`src/rtl/tx_arbiter.sv`:
```
// tx_arbiter: shares one UART transmitter between two byte requesters
// (ch0 = guess/keypad path, ch1 = game-status path). Each byte is granted
// round-robin, latched, launched with a one-cycle strobe, and tracked
// through the UART busy window. The requester gets a one-cycle ack when
// its frame completes. A timeout aborts the frame and sets a sticky err.
//
// state     | meaning
// ----------+-----------------------------------------------------------
// IDLE      | tx_byte parked at 8'hFF, arbitrate between req0/req1
// LATCH     | granted byte and channel are held, strobe launches next
// START     | tx_ctrl high for this single cycle, blue on, timer cleared
// WAIT_BUSY | waiting for the UART to raise tx_busy (START_TO limit)
// WAIT_DONE | frame in flight, waiting for tx_busy to fall (FRAME_TO limit)
// ACK       | one-cycle ack on the granted channel, blue off
// ABORT     | timeout: no ack, err set, other channel favoured next

module tx_arbiter #(
    parameter int START_TO = 16,
    parameter int FRAME_TO = 4096
) (
    input  logic       clk,
    input  logic       nRst,
    input  logic       req0,
    input  logic [7:0] data0,
    input  logic       req1,
    input  logic [7:0] data1,
    input  logic       tx_busy,
    output logic       tx_ctrl,
    output logic [7:0] tx_byte,
    output logic       ack0,
    output logic       ack1,
    output logic       blue,
    output logic       err
);

    localparam int TW = $clog2(FRAME_TO);

    localparam logic [2:0] IDLE      = 3'd0;
    localparam logic [2:0] LATCH     = 3'd1;
    localparam logic [2:0] START     = 3'd2;
    localparam logic [2:0] WAIT_BUSY = 3'd3;
    localparam logic [2:0] WAIT_DONE = 3'd4;
    localparam logic [2:0] ACK       = 3'd5;
    localparam logic [2:0] ABORT     = 3'd6;

    localparam logic [TW-1:0] START_LIM = TW'(START_TO - 1);
    localparam logic [TW-1:0] FRAME_LIM = TW'(FRAME_TO - 1);
    localparam logic [TW-1:0] TIMER_MAX = '1;

    logic [2:0]    r_state;
    logic          r_gnt;
    logic          r_last_grant;
    logic [TW-1:0] r_timer;
    logic          r_tx_ctrl;
    logic [7:0]    r_tx_byte;
    logic          r_ack0;
    logic          r_ack1;
    logic          r_blue;
    logic          r_err;

    logic          w_any_req;
    logic          w_pick;
    logic [TW-1:0] w_timer_inc;

    // Round-robin pick: a lone request wins outright; on a tie the channel
    // that was not served last wins.
    always_comb begin
        w_any_req = req0 | req1;
        w_pick    = 1'b0;
        if (req0 && req1) begin
            w_pick = ~r_last_grant;
        end else begin
            w_pick = req1;
        end
        w_timer_inc = (r_timer == TIMER_MAX) ? r_timer : r_timer + 1'b1;
    end

    // Sequencer: every output is a register updated on the edge that
    // enters the state in which it must be visible.
    always_ff @(posedge clk) begin
        if (!nRst) begin
            r_state      <= IDLE;
            r_gnt        <= 1'b0;
            r_last_grant <= 1'b1;
            r_timer      <= '0;
            r_tx_ctrl    <= 1'b0;
            r_tx_byte    <= 8'hFF;
            r_ack0       <= 1'b0;
            r_ack1       <= 1'b0;
            r_blue       <= 1'b0;
            r_err        <= 1'b0;
        end else begin
            r_tx_ctrl <= 1'b0;
            r_ack0    <= 1'b0;
            r_ack1    <= 1'b0;
            case (r_state)
                IDLE: begin
                    r_tx_byte <= 8'hFF;
                    if (w_any_req) begin
                        r_gnt     <= w_pick;
                        r_tx_byte <= w_pick ? data1 : data0;
                        r_state   <= LATCH;
                    end
                end
                LATCH: begin
                    r_tx_ctrl <= 1'b1;
                    r_blue    <= 1'b1;
                    r_timer   <= '0;
                    r_state   <= START;
                end
                START: begin
                    r_timer <= '0;
                    r_state <= WAIT_BUSY;
                end
                WAIT_BUSY: begin
                    if (tx_busy) begin
                        r_timer <= '0;
                        r_state <= WAIT_DONE;
                    end else if (r_timer == START_LIM) begin
                        r_err        <= 1'b1;
                        r_blue       <= 1'b0;
                        r_last_grant <= r_gnt;
                        r_state      <= ABORT;
                    end else begin
                        r_timer <= w_timer_inc;
                    end
                end
                WAIT_DONE: begin
                    if (!tx_busy) begin
                        r_ack0       <= ~r_gnt;
                        r_ack1       <= r_gnt;
                        r_blue       <= 1'b0;
                        r_last_grant <= r_gnt;
                        r_state      <= ACK;
                    end else if (r_timer == FRAME_LIM) begin
                        r_err        <= 1'b1;
                        r_blue       <= 1'b0;
                        r_last_grant <= r_gnt;
                        r_state      <= ABORT;
                    end else begin
                        r_timer <= w_timer_inc;
                    end
                end
                ACK, ABORT: begin
                    r_tx_byte <= 8'hFF;
                    r_state   <= IDLE;
                end
                default: begin
                    r_tx_byte <= 8'hFF;
                    r_blue    <= 1'b0;
                    r_state   <= IDLE;
                end
            endcase
        end
    end

    assign tx_ctrl = r_tx_ctrl;
    assign tx_byte = r_tx_byte;
    assign ack0    = r_ack0;
    assign ack1    = r_ack1;
    assign blue    = r_blue;
    assign err     = r_err;

endmodule

```
`config.mk`:
```
export PLATFORM = sky130hd
export DESIGN_NAME = tx_arbiter
export DESIGN_NICKNAME = d
export VERILOG_FILES = /design/src/rtl/tx_arbiter.sv
export SDC_FILE = /design/constraint.sdc
export NUM_CORES = 1
export LEC_CHECK = 0
export CAP_MARGIN = 40
export CELL_PAD_IN_SITES_DETAIL_PLACEMENT = 2
export CELL_PAD_IN_SITES_GLOBAL_PLACEMENT = 2
export CORE_UTILIZATION = 29
export CTS_CLUSTER_DIAMETER = 40
export DETAILED_ROUTE_END_ITERATION = 8
export GPL_TIMING_DRIVEN = 0
export MAX_ROUTING_LAYER = met4
export PLACE_DENSITY_LB_ADDON = 0.05
export SETUP_SLACK_MARGIN = 0.15
export SLEW_MARGIN = 20
export SYNTH_ARGS = -nofsm -noshare
export SYNTH_HDL_FRONTEND = slang
export SYNTH_SLANG_ARGS = --single-unit
```
`constraint.sdc`:
```
create_clock -name clk -period 2.6 [get_ports clk]
set_input_delay 0.78 -clock clk [delete_from_list [all_inputs] [get_ports clk]]
set_output_delay 0.78 -clock clk [all_outputs]
set_load 0.1 [all_outputs]
```
==> impl_metrics.env <==
export IMPL_yosysWarnings=0
export IMPL_max_freq_mhz=424
export IMPL_final_instance_count_excl_fill=316
export IMPL_cts_sinks=30
export IMPL_worstRegToRegCells=8
export IMPL_switching_power_mw=0.458
export IMPL_yosysMostFrequentCell="dfxtp_1"
export IMPL_outcome="completed"
export IMPL_die_area_sq_um=5800
export IMPL_p_int_mw=0.921
export IMPL_p_per_area_nw_per_um2=586
export IMPL_p_leak_nw=0.860
export IMPL_via_per_inst=5.55
export IMPL_yosysTopAreaCell="dfxtp_1"
export IMPL_area_growth_pct=47.5
export IMPL_rsz0062_at_grt="yes"
export IMPL_grt_max_degree=11
export IMPL_antenna_cells=0
export IMPL_ys_async_sr_fraction=0
export IMPL_clock_skew_final_ns=0.00230
export IMPL_ys_seq_elements=30
export IMPL_synth_area_sq_um=1600
export IMPL_relSlewSlack=0.528
export IMPL_worst_pin_slew_ns=0.703
export IMPL_start_util=0.306
export IMPL_combPwrFrac=0.309
export IMPL_ant_nets=0
export IMPL_clk_latency_ns=0.28
export IMPL_power_mw=1.38
export IMPL_reg2reg_from="r_timer[0]"
export IMPL_path_clk_slew_ns=0.07
export IMPL_final_seq_area_sq_um=601
export IMPL_setup_ws_ns=0.243
export IMPL_ir_worst_vdd_mv=0.332
export IMPL_fillers=581
export IMPL_pin_count=34
export IMPL_cts_tree="yes"
export IMPL_detailed_place_area_sq_um=2220
export IMPL_netSwitchingFraction=0.332
export IMPL_pre_cts_slack_ns=-0.459
export IMPL_r2r_setup_slack_ns=0.34
export IMPL_multi_input_comb_area_sq_um=942
export IMPL_setup_viol=0
export IMPL_grt_pass1_wl_mm=9.97
export IMPL_layout_min_cycle_time_ns=2.36
export IMPL_ys_flop_type="dfxtp_1"
export IMPL_synth_common_cells="dfxtp_1 (30), nor2_1 (18), nand2_1 (17)"
export IMPL_worstReg2RegEnd="r_timer[1]"
export IMPL_period_share=0.907
export IMPL_numCtsBuffers=5
export IMPL_yosys_top_cells_area="dfxtp_1 (38%), mux2_2 (5.6%), o22ai_1 (4.3%)"
export IMPL_synth_fp_nets=213
export IMPL_clockPowerShare=0.329
export IMPL_cts_max_path_buffers=2
export IMPL_crit_end="r_timer[4]"
export IMPL_core_sq_um=5200
export IMPL_fin_nets=267
export IMPL_syn_avg_cell_area_sq_um=8.35
export IMPL_synth_edf_count=0
export IMPL_critPathCaptureType="flip-flop"
export IMPL_drt_wl_total_mm=5.88
export IMPL_first_pass_iters=4
export IMPL_grt_overflow_total=0
export IMPL_die_w_um=76.2
export IMPL_fin_area_sq_um=2350
export IMPL_hold_violations=0
export IMPL_vias=1753
export IMPL_dpl_cell_count=307
export IMPL_cts_root_buf="clkbuf_8"
export IMPL_critical_path_class="input port to flip-flop"
export IMPL_seq_power_share=0.362
export IMPL_hold_path_class="flip-flop to flip-flop"
export IMPL_crit_start="tx_busy"
export IMPL_rows=26
export IMPL_place_hpwl_mm=4.49
export IMPL_startpoint_type="input port"
export IMPL_wire_per_inst_um=18.6
export IMPL_cts_hold_buffers=0
export IMPL_maxSlewViolCount=0
export IMPL_die_h_um=76.2
export IMPL_grt_pass1_vias=1997
export IMPL_drt_iter0_drc=93
export IMPL_route_detailed_drc=0
export IMPL_antenna_found_initial=0
export IMPL_worstPathRequired_ns=2.77
export IMPL_critPathMaxFanout=10
export IMPL_routabilityCongestion=0.791
export IMPL_grt_use_total=0.225
export IMPL_netlist_instances=191
export IMPL_synth_seq_area_share=0.376
export IMPL_htreeDepth=2
export IMPL_synth_distinct_cells=47
export IMPL_maxCapViolCount=0
export IMPL_yosys_area_top_type_share=0.376
export IMPL_portBuffers=33
export IMPL_drive_above_1_share=0.199
export IMPL_cp_arrival_ns=2.53
export IMPL_whs_ns=0.502
## cells by family (layout without fill, tap and decap cells)
family                     count (synthesis)  count (layout)  synth area share
AOI/OAI and AO/OA                         62              62             0.252
xor gates and xnor gates                   1               1           0.00549
adders and majority gates                  1               1           0.00784
buffers and inverters                     14              69            0.0408
DFF                                       30              30             0.376
muxes                                      9               9            0.0627
and+or+nand+nor                           74              74             0.255
## worst min-delay path by stage
stage                       from      endpoint  slack (ns)  cells after the start
CTS                        r_gnt          ack0        0.51                      1
global placement    r_last_grant  r_last_grant        0.47                      2
floorplan                  r_gnt          ack0        0.44                      1
global route               r_gnt          ack0        0.54                      1
finish                     r_gnt          ack0        0.50                      1
detailed placement    tx_byte[5]    tx_byte[5]        0.48                      2
## layer usage
metal / GRT usage / vias up / part of all wire
met5: - / - / 0
met4: 0.0865 / 0 / 0.022
met3: 0.0443 / 15 / 0.031
met2: 0.392 / 37 / 0.51
met1: 0.254 / 878 / 0.43
li1: - / 823 / -
## layout make-up
class / count / area share
multi-input combinational: 147 / 0.400
clock buffer: 8 / 0.0468
sequential: 30 / 0.255
inverter: 3 / 0.00478
timing repair buffer: 47 / 0.232
tap: 70 / 0.0372
buffer: 11 / 0.0239
## stage by stage
step	TNS, ns	utilization
floorplan	0	-
global placement	-4.61	0.387
detailed placement	-5.46	0.427
CTS	0	0.450
global route	0	0.452
finish	0	0.452
## registers in the layout (all words and copies together), names as in the netlist
signal	flops
err	1
blue	1
r_last_grant	1
r_state	3
ack1	1
tx_byte	8
tx_ctrl	1
r_gnt	1
ack0	1
r_timer	12
## cells in the final DEF (no fill, tap or decap), drive strengths merged, types with 4 or more instances in the layout
cell type / n
dfxtp: 30
nor2b: 4
nand2b: 5
nand3: 4
o22ai: 11
o21ai: 13
a21oi: 13
nor2: 18
clkdlybuf4s50: 33
nand2: 17
nor3: 5
mux2: 8
clkbuf: 12
a31oi: 8
and3: 5
buf: 21
## power by group through the flow
stage | clock network (mW) | logic [mW] | registers, mW
finish | 0.453 | 0.427 | 0.499
global route | 0.485 | 0.452 | 0.502
CTS | 0.466 | 0.428 | 0.499
detailed placement | 0 | 0.420 | 0.509
global placement | 0 | 0.354 | 0.507
floorplan | 0 | 0.145 | 0.614
## worst max-delay path: stages
cell and delay (ns):
clkdlybuf4s50_1 0.48, buf_2 0.21, nor4bb_2 0.31, o31ai_1 0.16, o211a_4 0.19, buf_6 0.15, o21ai_0 0.19, nor2_1 0.07
## timing repair
action                     CTS  global route
pin swaps                    1             0
setup endpoints to repair   19             6
gates resized for setup      3             4
setup buffers                1             0
Note: power is estimated with default switching activity, not from simulation.
